==> src/rtl/soma_produto_display.sv <==
// soma_produto_display: sequential add/multiply with double-dabble BCD conversion and a scanned seven-segment display
module soma_produto_display #(
  parameter int WIDTH    = 4,
  parameter int DIGITS   = 3,
  parameter int SCAN_DIV = 50000
) (
  input  logic                 clk,
  input  logic                 rst,
  input  logic                 start,
  input  logic                 mode,
  input  logic [WIDTH-1:0]     a,
  input  logic [WIDTH-1:0]     b,
  output logic                 busy,
  output logic                 done,
  output logic [2*WIDTH-1:0]   result,
  output logic [6:0]           seg,
  output logic [DIGITS-1:0]    an
);
  localparam int RW = 2*WIDTH;
  localparam int CW = $clog2(RW);
  localparam int BW = 4*DIGITS;
  localparam int SW = $clog2(SCAN_DIV);
  localparam int IW = DIGITS > 1 ? $clog2(DIGITS) : 1;
  localparam logic [CW-1:0] MUL_LAST  = CW'(WIDTH-1);
  localparam logic [CW-1:0] CONV_LAST = CW'(RW-1);
  localparam logic [SW-1:0] SCAN_LAST = SW'(SCAN_DIV-1);
  localparam logic [IW-1:0] IDX_LAST  = IW'(DIGITS-1);
  localparam logic [6:0] SEG_LUT [16] = '{
    7'b0000001, 7'b1001111, 7'b0010010, 7'b0000110, 7'b1001100,
    7'b0100100, 7'b0100000, 7'b0001111, 7'b0000000, 7'b0000100,
    7'b1111111, 7'b1111111, 7'b1111111, 7'b1111111, 7'b1111111, 7'b1111111};
  typedef enum logic [1:0] {IDLE, CALC, CONV} state_t;
  state_t            state_q, state_d;
  logic              mode_q, mode_d;
  logic [RW-1:0]     acc_q, acc_d;
  logic [RW-1:0]     mcand_q, mcand_d;
  logic [WIDTH-1:0]  mplier_q, mplier_d;
  logic [CW-1:0]     cnt_q, cnt_d;
  logic [RW-1:0]     bin_q, bin_d;
  logic [BW-1:0]     bcd_q, bcd_d, bcd_adj;
  logic [RW-1:0]     res_q, res_d;
  logic [BW-1:0]     disp_q, disp_d;
  logic              done_q, done_d;
  logic [SW-1:0]     scnt_q, scnt_d;
  logic [IW-1:0]     idx_q, idx_d;
  logic [6:0]        seg_q, seg_d;
  logic [DIGITS-1:0] an_q, an_d;
  logic [DIGITS-1:0] blank;
  logic [RW-1:0]     sum_nxt;
  logic              nz, wrap;
  always_comb begin
    state_d  = state_q;
    mode_d   = mode_q;
    acc_d    = acc_q;
    mcand_d  = mcand_q;
    mplier_d = mplier_q;
    cnt_d    = cnt_q;
    bin_d    = bin_q;
    bcd_d    = bcd_q;
    res_d    = res_q;
    disp_d   = disp_q;
    done_d   = 1'b0;
    bcd_adj  = bcd_q;
    for (int i = 0; i < DIGITS; i++)
      bcd_adj[4*i +: 4] = bcd_q[4*i +: 4] >= 4'd5 ? bcd_q[4*i +: 4] + 4'd3 : bcd_q[4*i +: 4];
    sum_nxt = acc_q + (mplier_q[0] ? mcand_q : '0);
    case (state_q)
      IDLE: if (start) begin
        state_d  = CALC;
        mode_d   = mode;
        acc_d    = '0;
        mcand_d  = RW'(a);
        mplier_d = b;
        cnt_d    = '0;
      end
      CALC: begin
        acc_d    = mode_q ? sum_nxt : mcand_q + RW'(mplier_q);
        mcand_d  = mcand_q << 1;
        mplier_d = mplier_q >> 1;
        cnt_d    = cnt_q + CW'(1);
        if (!mode_q || cnt_q == MUL_LAST) begin
          state_d = CONV;
          bin_d   = acc_d;
          bcd_d   = '0;
          cnt_d   = '0;
        end
      end
      CONV: begin
        {bcd_d, bin_d} = {bcd_adj, bin_q} << 1;
        cnt_d = cnt_q + CW'(1);
        if (cnt_q == CONV_LAST) begin
          state_d = IDLE;
          done_d  = 1'b1;
          res_d   = acc_q;
          disp_d  = bcd_d;
        end
      end
      default: state_d = IDLE;
    endcase
    wrap   = scnt_q == SCAN_LAST;
    scnt_d = wrap ? '0 : scnt_q + SW'(1);
    idx_d  = wrap ? (idx_q == IDX_LAST ? '0 : idx_q + IW'(1)) : idx_q;
    nz     = 1'b0;
    blank  = '0;
    for (int i = DIGITS-1; i > 0; i--) begin
      nz       = nz | (disp_d[4*i +: 4] != 4'd0);
      blank[i] = ~nz;
    end
    seg_d = blank[idx_d] ? 7'b1111111 : SEG_LUT[disp_d[4*idx_d +: 4]];
    an_d  = ~(DIGITS'(1) << idx_d);
  end
  always_ff @(posedge clk) begin
    if (rst) begin
      state_q  <= IDLE;
      mode_q   <= 1'b0;
      acc_q    <= '0;
      mcand_q  <= '0;
      mplier_q <= '0;
      cnt_q    <= '0;
      bin_q    <= '0;
      bcd_q    <= '0;
      res_q    <= '0;
      disp_q   <= '0;
      done_q   <= 1'b0;
      scnt_q   <= '0;
      idx_q    <= '0;
      seg_q    <= 7'b0000001;
      an_q     <= ~DIGITS'(1);
    end else begin
      state_q  <= state_d;
      mode_q   <= mode_d;
      acc_q    <= acc_d;
      mcand_q  <= mcand_d;
      mplier_q <= mplier_d;
      cnt_q    <= cnt_d;
      bin_q    <= bin_d;
      bcd_q    <= bcd_d;
      res_q    <= res_d;
      disp_q   <= disp_d;
      done_q   <= done_d;
      scnt_q   <= scnt_d;
      idx_q    <= idx_d;
      seg_q    <= seg_d;
      an_q     <= an_d;
    end
  end
  assign busy   = state_q != IDLE;
  assign done   = done_q;
  assign result = res_q;
  assign seg    = seg_q;
  assign an     = an_q;
endmodule

==> config.mk <==
export PLATFORM = sky130hd
export DESIGN_NAME = soma_produto_display
export DESIGN_NICKNAME = d
export VERILOG_FILES = /design/src/rtl/soma_produto_display.sv
export SDC_FILE = /design/constraint.sdc
export NUM_CORES = 1
export LEC_CHECK = 0
export ABC_AREA = 1
export BUFFER_PORTS_ARGS = -buffer_cell sky130_fd_sc_hd__buf_2
export CAP_MARGIN = 10
export CELL_PAD_IN_SITES_DETAIL_PLACEMENT = 1
export CELL_PAD_IN_SITES_GLOBAL_PLACEMENT = 1
export CORE_MARGIN = 5
export CORE_UTILIZATION = 25
export CTS_CLUSTER_DIAMETER = 80
export DETAILED_ROUTE_END_ITERATION = 6
export PLACE_DENSITY = 0.62
export SYNTH_ARGS = -nofsm -noshare
export SYNTH_HDL_FRONTEND = slang
export SYNTH_SLANG_ARGS = --single-unit
==> constraint.sdc <==
create_clock -name clk -period 6.45 [get_ports clk]
set_clock_uncertainty 0.15 [all_clocks]
set_input_delay 1.935 -clock clk [delete_from_list [all_inputs] [get_ports clk]]
set_output_delay 1.935 -clock clk [all_outputs]
set_load 0.05 [all_outputs]
==> results.md, run 1 <==
- Status: completed
- Remaining Overflow, GRT: 0
- FF-to-FF path depth: 16
- CP max FO: 53
- Fmax: between 0.2 and 0.3 GHz
- Fin. max-slew vios: 0
- Critical path class: in -> reg
- Yosys cell types: 40
- Clock transition at path regs: about 60 ps
- Final Hold Viols: 0
- Final non-filler cell total: a little over 1000
- Clock buffer depth: 2
- Avg Cell Area, Syn: approximately 7 sq um
- WL/cell: approximately 12 um
- Synth area leader: dfxtp_1
- Flop2flop setup slack: between 3000 and 4000 ps
- Max incr delay on CP: roughly 730 ps
- Endpoints failing setup: 0
- CP top delay family: buffers and inverters
- CTS tree: done
- GRT Total Usage: approximately 11%
- Fin util: 28.9%
- Grt met2 use: 18.9%
- DRT Pass-1 Iters: 4
- WL final: about 13 mm
- Post-synth EDFFs: 0
- Vias in the first global route: ~4500
- Req. time, crit path: between 6000 and 7000 ps
- CTS Buf Count: 9
- Min-Delay Path Depth: 1
- CP arrival: around 4000 ps
- Port-buffer cells: 31
- Most used routing layer: met2
- Ys flop type: dfxtp_1
- Antenna violations before repair: 0
- Reg-to-reg endpoint: seg[1]$_SDFF_PP0_
- Starting DRT DRC Count: between 100 and 150
- Grt met1 use: 13.8%
- CTS root buf: clkbuf_16
- Starting Density: 25.6%
- Synth top cells by count: 180 x nand2_1, 95 x dfxtp_1, 83 x inv_1, 77 x nor2_1, 64 x a21oi_1
- Bufs and invs on worst path: 3
- Post-synth net total: 788
- Max cap viols: 0
- Synthesis Warnings: 0
- Maximum vdd ir drop: ~180 uV
- First-pass GRT wire length: 21.9 mm
- Cell row count: 52
- Slowest CP cell: inv_1
- Nets: 807
- CTS sink cnt: 95
- Startpoint Class: primary input
- Vias per cell: between 4 and 5
- Core ar.: 20400 sq um
- Area Growth Syn to Fin: 13.0%
- Yosys top cell area share: between 30% and 40%
- Hold buffer count at CTS: 0
- Largest net degree at the start of global routing: 54
- Proportion of layout cells with a drive suffix above 1: 12.2%
- Die area: about 24000 sq um
- DRC: 0
- Dpl hpwl: 9.60 mm
- Postcts setup bufs: 0
- Worst Max-Slew Pin Slew: 925 ps
- Htree depth: 3
- CTS resizes: 0
- DR vias: roughly 4600
- Min Tclk post-route: between 3000 and 4000 ps
- Hold Crit Endpoint: scnt_q[0]$_SDFF_PP0_
- Inst Count DP: between 1000 and 1500
- Die Y: around 150 um
- Most frequent cell after synthesis: nand2_1
- Post-synthesis sequential area ratio: a little over a third
- Async SR Flop Fraction: 0%
- Clock latency on the worst-skew pair: 340 ps
- Crit share post-route: about three fifths
- Flops & latches, synth: 95
- GPL Wtd Cong: around 0.8
- RSZ-0062 raised after global routing: false
- Top-level port count: 32
- Slew headroom: between 30% and 40%
- Die width: between 150 and 200 um
- Setup TNS: 0 ps
- Largest cells by area after synthesis: dfxtp_1 37%, nand2_1 13%, ha_1 7.0%
- Post-route ant nets: 0
- Pwr Density: around 270 nW/um^2
- HP Class: reg -> reg
- GR Util met3: around 2.7%
- Reg-to-Reg Start: state_q[0]$_SDFFE_PP0P_
- Synthesized area: 5210 sq um
- Crit. End Element: flop
- Hold Crit Start: scnt_q[0]$_SDFF_PP0_
- Critical path, cell by cell: buf_2 -> buf_4 -> inv_1 -> nand2_1 -> nor3b_1
- Lkg Pwr: between 2 and 3 nW
- Gate Count Post-Synth: 745
- Antenna cells: 0
## routing by layer
layer / vias to the layer above / share of wire (%)
li1: 2445 / -
met1: 2125 / 48
met2: 41 / 48
met3: 11 / 2.7
met4: 0 / 1.2
met5: - / 0
## sequential cells by signal, summed over array words and instances (netlist names), 3 cells and up
register / count
scnt_q: 16
bcd_q: 12
disp_q: 12
acc_q: 8
bin_q: 8
mcand_q: 8
result: 8
seg: 7
mplier_q: 4
an: 3
cnt_q: 3
## layout by cell type, fill, tap and decap left out, drive strengths merged, types with 4 or more instances in the layout
cell	instances
nor3	5
dfxtp	95
nor2	90
nand4	16
ha	29
a21oi	65
a31oi	7
inv	86
o21ai	38
clkbuf	13
nand2	196
nand3b	4
xor2	7
nand3	61
or2	7
buf	33
## metrics by stage
step	hold WS, ps	setup WS (ps)	instance area (sq um)	power, mW
final	303	2560	5880	1.59
after global routing	328	2280	5880	1.70
after CTS	304	2460	5880	1.62
after detailed placement	289	2090	5590	1.07
after global placement	283	2120	5590	1.07
after floorplan	268	3370	5210	0.971
## worst max path at each step
stage / to / slack (ps) / start / depth (start not counted)
after floorplan: scnt_q[11]$_SDFF_PP0_ / 3370 / rst / 5
after global placement: scnt_q[2]$_SDFF_PP0_ / 2120 / rst / 5
after detailed placement: scnt_q[2]$_SDFF_PP0_ / 2090 / rst / 5
after CTS: scnt_q[2]$_SDFF_PP0_ / 2460 / rst / 5
after global routing: scnt_q[2]$_SDFF_PP0_ / 2280 / rst / 5
final: scnt_q[2]$_SDFF_PP0_ / 2560 / rst / 5
## cell families (layout without fill, tap and decap cells)
| family | count (synthesis) | after routing | share of synthesized area, % |
|---|---|---|---|
| AO/OA/AOI/OAI | 117 | 117 | 12.0 |
| XOR/XNOR | 10 | 10 | 1.68 |
| adder cells (fa/ha/maj) | 31 | 31 | 7.74 |
| buffers and inverters | 111 | 135 | 8.58 |
| flip-flops | 95 | 95 | 36.5 |
| multiplexers | 1 | 1 | 0.192 |
| AND/OR/NAND/NOR | 380 | 380 | 33.3 |
## where the power goes
| part | switching, mW | leakage (nW) | total, mW | internal, mW |
|---|---|---|---|---|
| logic | 0.261 | 1.73 | 0.372 | 0.111 |
| registers | 0.0455 | 0.769 | 0.683 | 0.638 |
| clock network | 0.225 | 0.140 | 0.536 | 0.311 |
| total | 0.531 | 2.64 | 1.59 | 1.06 |
## layout make-up
cell class | instances | area (sq um)
clock buffer | 13 | 250
timing repair buffer | 33 | 170
clock inverter | 3 | 42.5
fill | 2555 | 14500
multi-input combinational | 539 | 2860
inverter | 86 | 323
tap | 270 | 338
sequential | 95 | 1900
Power figures use the tool's default switching activity.
==> inputs of run 2 (changes only) <==
--- a/config.mk
+++ b/config.mk
@@ -5,7 +5,7 @@
 export SDC_FILE = /design/constraint.sdc
 export NUM_CORES = 1
 export LEC_CHECK = 0
-export ABC_AREA = 1
+export ABC_AREA = 0
 export BUFFER_PORTS_ARGS = -buffer_cell sky130_fd_sc_hd__buf_2
 export CAP_MARGIN = 10
 export CELL_PAD_IN_SITES_DETAIL_PLACEMENT = 1
@@ -14,7 +14,7 @@
 export CORE_UTILIZATION = 25
 export CTS_CLUSTER_DIAMETER = 80
 export DETAILED_ROUTE_END_ITERATION = 6
-export PLACE_DENSITY = 0.62
+export PLACE_DENSITY = 0.6
 export SYNTH_ARGS = -nofsm -noshare
 export SYNTH_HDL_FRONTEND = slang
 export SYNTH_SLANG_ARGS = --single-unit
==> constraint.sdc (replaced) <==
create_clock -name clk -period 4 [get_ports clk]
set_clock_uncertainty 0.15 [all_clocks]
set_input_delay 1.2 -clock clk [delete_from_list [all_inputs] [get_ports clk]]
set_output_delay 1.2 -clock clk [all_outputs]
set_load 0.05 [all_outputs]
==> results.md, run 2 <==
- Reg-to-Reg Start: cnt_q[0]$_SDFFE_PP0P_
- Postcts setup bufs: 0
- Remaining Overflow, GRT: 0
- Setup TNS: 0 ps
- Slowest CP cell: o31ai_1
- Synth top cells by count: 95 x dfxtp_1, 76 x nor2_1, 52 x a21oi_1, 52 x nand2_1, 30 x inv_1
- Critical path class: reg -> reg
- Critical path, cell by cell: ha_1 -> ha_1 -> nand2_1 -> o31ai_1 -> a21oi_1 -> nor4_2 -> inv_1 -> ha_1 -> and4_1 -> o21ai_0 -> a31oi_1
- Status: completed
- Min Tclk post-route: 3390 ps
- Largest register FFs: 16
- First-pass GRT wire length: around 24 mm
- Switching Share: between 20% and 30%
- CTS sink cnt: 95
- WL/cell: 15.3 um
- Async SR Flop Fraction: 0%
- Startpoint Class: flop
- Clock latency on the worst-skew pair: between 300 and 400 ps
- Yosys cell types: between 70 and 80
- CTS resizes: 0
- Share of power burned in combinational logic: between 10% and 20%
- CP arrival: ~3500 ps
- DRC: 0
- Largest net degree at the start of global routing: 64
- Final Hold Viols: 0
- Multi-input gate area: 3240 sq um
- Proportion of layout cells with a drive suffix above 1: ~14%
- Post-synth net total: 690
- Fillcell total: between 2000 and 2500
- Lkg Pwr: 2.35 nW
- WL final: 14.5 mm
- Starting Density: approximately a quarter
- CP max FO: 13
- Antenna violations before repair: 0
- CTS tree: done
- Die Y: 157 um
- Most frequent cell after synthesis: dfxtp_1
- Crit share post-route: 84.8%
- DR vias: approximately 4600
- Synthesized area: approximately 5400 sq um
- DRT Pass-1 Iters: 5
- Pint: approximately 1.6 mW
- Fin util: approximately 29%
- Setup crit start: cnt_q[0]$_SDFFE_PP0P_
- RSZ-0062 raised after global routing: false
- Clock transition at path regs: 70 ps
- Htree depth: 3
- Register share of total power: 46.0%
- Fmax: between 0.2 and 0.3 GHz
- Yosys top cell area share: approximately a third
- Post-synthesis sequential area ratio: roughly a third
- Max incr delay on CP: between 500 and 600 ps
- Nets: approximately 710
- Largest cells by area after synthesis: dfxtp_1 35%, ha_1 6.7%, nor2_1 5.3%
- Flops & latches, synth: 95
- Dpl hpwl: around 10 mm
- Fin. max-slew vios: 0
- Ys flop type: dfxtp_1
- Vias per cell: between 4 and 5
- CP dominant cell by count: ha_1
- Antenna cells: 0
- Power share of the clock group: 38.7%
- Hold buffer count at CTS: 0
- Reg area: ~1900 sq um
- Maximum vdd ir drop: ~230 uV
- Die width: around 160 um
- Worst Max-Slew Pin Slew: roughly 780 ps
- Synthesis Warnings: 0
- Flop2flop setup slack: just over 600 ps
- Synth area leader: dfxtp_1
- Final non-filler cell total: around 940
- Top-level port count: 32
- Inst Count DP: 927
- GPL Wtd Cong: roughly 0.78
- Endpoints failing setup: 0
- Vias in the first global route: about 4600
- Pwr Density: 364 nW/um^2
- Core ar.: 21200 sq um
- HP Class: reg -> reg
- Crit. End Element: flop
- Die area: ~25000 sq um
- Psw: 0.639 mW
- CTS Buf Count: 9
- Starting DRT DRC Count: ~190
- Avg Cell Area, Syn: around 8.4 sq um
- GRT Total Usage: about 12%
- Most common cell after layout, fill and taps aside: dfxtp_1
- Most frequent cells in the layout: 95 x dfxtp_1, 76 x nor2_1, 52 x nand2_1, 52 x a21oi_1, 31 x buf_2
- Regs by FF count: scnt_q (16), bcd_q (12), disp_q (12)
- Max cap viols: 0
- Port-buffer cells: 31
- Cell row count: 53
- Gate Count Post-Synth: 647
- Hold Crit Start: bin_q[2]$_SDFFE_PP0P_
- Area Growth Syn to Fin: 12.8%
- Clock buffer depth: 2
- Post-synth EDFFs: 0
- CTS root buf: clkbuf_16
- Slew headroom: between 40% and 50%
- Most flops, register: scnt_q
- Post-route ant nets: 0
- Req. time, crit path: slightly above 4000 ps
## run 2: power groups by stage
stage | Sequential (mW) | Clock, mW | Combinational (mW)
after floorplan | 1.03 | 0 | 0.256
after global placement | 1.05 | 0 | 0.340
after detailed placement | 1.05 | 0 | 0.346
after CTS | 1.02 | 0.905 | 0.347
after global routing | 1.03 | 0.942 | 0.387
final | 1.02 | 0.863 | 0.341
## run 2: per-stage QoR
step / cell area [sq um] / total power, mW / hold WS (ps) / worst slack [ps]
after floorplan: 5420 / 1.28 / 263 / 1100
after global placement: 5820 / 1.39 / 273 / 689
after detailed placement: 5820 / 1.39 / 291 / 601
after CTS: 6110 / 2.28 / 300 / 570
after global routing: 6110 / 2.36 / 323 / 178
final: 6110 / 2.23 / 297 / 606
## run 2: layout make-up
type / instances / share of cell area (%)
timing repair buffer: 39 / 3.52
clock buffer: 10 / 3.74
clock inverter: 6 / 1.00
sequential: 95 / 31.1
inverter: 32 / 1.96
tap: 275 / 5.63
multi-input combinational: 486 / 53.0
## run 2: cells by family after synthesis
group | count (synthesis) | synth area share, %
DFF | 95 | 35.1
AOI/OAI and AO/OA | 172 | 21.5
buffers and inverters | 66 | 5.08
xor gates and xnor gates | 22 | 3.55
adders and majority gates | 31 | 7.43
muxes | 23 | 4.41
and+or+nand+nor | 238 | 22.9
## run 2: worst paths after layout
kind | to | cells past startpoint
worst max-delay path | seg[6]$_SDFF_PP0_ | 11
worst min-delay path | bin_q[2]$_SDFFE_PP0P_ | 2
worst max register to register | seg[6]$_SDFF_PP0_ | 11
worst min register to register | bin_q[2]$_SDFFE_PP0P_ | 2
## run 2: critical path: cells and delay by family (launching register included)
kind	cells	cell delay, ps
AOI/OAI and AO/OA	4	940
adders and majority gates	3	690
buffers and inverters	1	140
DFF	1	360
and+or+nand+nor	3	980
## run 2: metal layers
layer	routed length [um]	global-route usage [%]	vias to the layer above	part of all wire, %
li1	-	-	2345	-
met3	229	1.48	12	1.6
met5	0	0	-	0
met2	6600	18.7	40	46
met4	226	5.12	0	1.6
met1	7400	17.2	2237	51
==> inputs of run 3 (changes only) <==
==> constraint.sdc (replaced) <==
create_clock -name clk -period 3.3 [get_ports clk]
set_clock_uncertainty 0.15 [all_clocks]
set_input_delay 0.99 -clock clk [delete_from_list [all_inputs] [get_ports clk]]
set_output_delay 0.99 -clock clk [all_outputs]
set_load 0.05 [all_outputs]
==> results.md, run 3 (same netlist as run 2, synthesis figures left out) <==
- Status: completed
- CTS sink cnt: 95
- Fin. max-slew vios: 0
- First-pass GRT wire length: roughly 24 mm
- Die area: 24700 sq um
- Vias in the first global route: 4783
- Clock transition at path regs: 70 ps
- Starting Density: approximately a quarter
- Worst Max-Slew Pin Slew: a little over 800 ps
- GRT Total Usage: 12.2%
- DRC: 0
- WL/cell: ~15 um
- Most frequent cells in the layout: 95 x dfxtp_1, 75 x nor2_1, 52 x nand2_1, 52 x a21oi_1, 31 x buf_2
- Req. time, crit path: 3430 ps
- CTS Buf Count: 9
- Starting DRT DRC Count: approximately 190
- Die width: between 150 and 200 um
- Port-buffer cells: 31
- Setup WS post-layout: roughly 190 ps
- Antenna violations before repair: 0
- Multi-input gate area: around 3300 sq um
- Inst Count DP: 934
- Post-route ant nets: 0
- Cell row count: 53
- Critical path class: reg -> reg
- Place WS: approximately 97 ps
- Max cap viols: 0
- Regs by FF count: scnt_q (16), bcd_q (12), disp_q (12)
- Fin util: around 30%
- Setup TNS: 0 ps
- Reg area: about 1900 sq um
- Startpoint Class: flop
- Lkg Pwr: 2.45 nW
- Die Y: roughly 160 um
- CTS tree: done
- CTS root buf: clkbuf_16
- Min Tclk post-route: approximately 3100 ps
- Slew headroom: a little under half
- Most common cell after layout, fill and taps aside: dfxtp_1
- Crit share post-route: between 90% and 100%
- Htree depth: 3
- Hold buffer count at CTS: 0
- GPL Wtd Cong: around 0.78
- Pwr Density: roughly 450 nW/um^2
- Largest register FFs: 16
- Fmax: between 0.3 and 0.4 GHz
- Maximum vdd ir drop: roughly 270 uV
- Proportion of layout cells with a drive suffix above 1: approximately 17%
- WL final: between 10 and 15 mm
- Antenna cells: 0
- Remaining Overflow, GRT: 0
- Final Hold Viols: 0
- Fillcell total: approximately 2500
- CP max FO: 6
- HP Class: reg -> reg
- Endpoints failing setup: 0
- Dpl hpwl: 10.5 mm
- Clock latency on the worst-skew pair: between 300 and 400 ps
- Area Growth Syn to Fin: 16.6%
- Largest net degree at the start of global routing: 52
- Crit. End Element: flop
- DRT Pass-1 Iters: 4
- Most flops, register: scnt_q
- CP arrival: approximately 3200 ps
- Core ar.: roughly 21000 sq um
- Nets: just over 700
- Vias per cell: between 4 and 5
- Clock buffer depth: 2
- Top-level port count: 32
- DR vias: between 4000 and 5000
- Final non-filler cell total: roughly 960
## run 3: changes by cell type in the layout (fill, tap and decap cells not counted), moves of 2 or more
cell      delta
o31ai_2      +2
o31ai_1      -2
clkbuf_8     +2
clkinv_2     -2
nor3_2       +2
buf_4       +12
nor3_1       -2
## run 3: path summary, 6_finish.rpt
| check | from | end | slack (ps) | depth (start not counted) |
|---|---|---|---|---|
| max | scnt_q[4]$_SDFF_PP0_ | seg[3]$_SDFF_PP0_ | 190 | 10 |
| min | bin_q[3]$_SDFFE_PP0P_ | bin_q[3]$_SDFFE_PP0P_ | 300 | 2 |
| max reg2reg | scnt_q[4]$_SDFF_PP0_ | seg[3]$_SDFF_PP0_ | 190 | 10 |
| min reg2reg | bin_q[3]$_SDFFE_PP0P_ | bin_q[3]$_SDFFE_PP0P_ | 300 | 2 |
## run 3: metrics by stage
stage / hold WS [ps] / power (mW) / area [sq um]
CTS: 297 / 2.88 / 6210
global route: 322 / 2.98 / 6320
finish: 297 / 2.83 / 6320
detailed placement: 287 / 1.70 / 5890
global placement: 275 / 1.69 / 5890
floorplan: 263 / 1.55 / 5420
## run 3: critical path: stages (launching register included)
cell and delay (ps):
dfxtp_1 340, or4_4 580, or4_4 630, nand3_4 140, a21oi_1 100, nor4_4 300, buf_4 180, ha_1 230
a31oi_1 140, o21ai_0 90, a31oi_1 170
## run 3: what timing repair did
| item | 4_1_cts | 5_1_grt |
|---|---|---|
| setup buffers | 0 | 6 |
| endpoints found under the setup margin | 0 | 6 |
| gates resized for setup | 0 | 11 |
## run 3: area by class of cell
cell class	instances	share of cell area [%]
clock buffers	13	4.12
clock inverters	3	1.03
inverters	32	1.90
multi-input cells	487	52.3
flip-flops and latches	95	30.1
well taps	275	5.44
repair buffers	52	5.15
## run 3: power breakdown
group          internal (mW)  switching (mW)
logic                  0.157           0.275
clock network          0.706           0.461
registers               1.19          0.0430
total                   2.05           0.779
## run 3: layer usage
| layer | share of wire (%) | vias up | wire length (um) | GRT usage (%) |
|---|---|---|---|---|
| met3 | 1.5 | 17 | 221 | 1.48 |
| met1 | 52 | 2290 | 7600 | 17.1 |
| li1 | - | 2376 | - | - |
| met4 | 1.6 | 0 | 238 | 4.42 |
| met2 | 45 | 37 | 6610 | 19.2 |
| met5 | 0 | - | 0 | 0 |
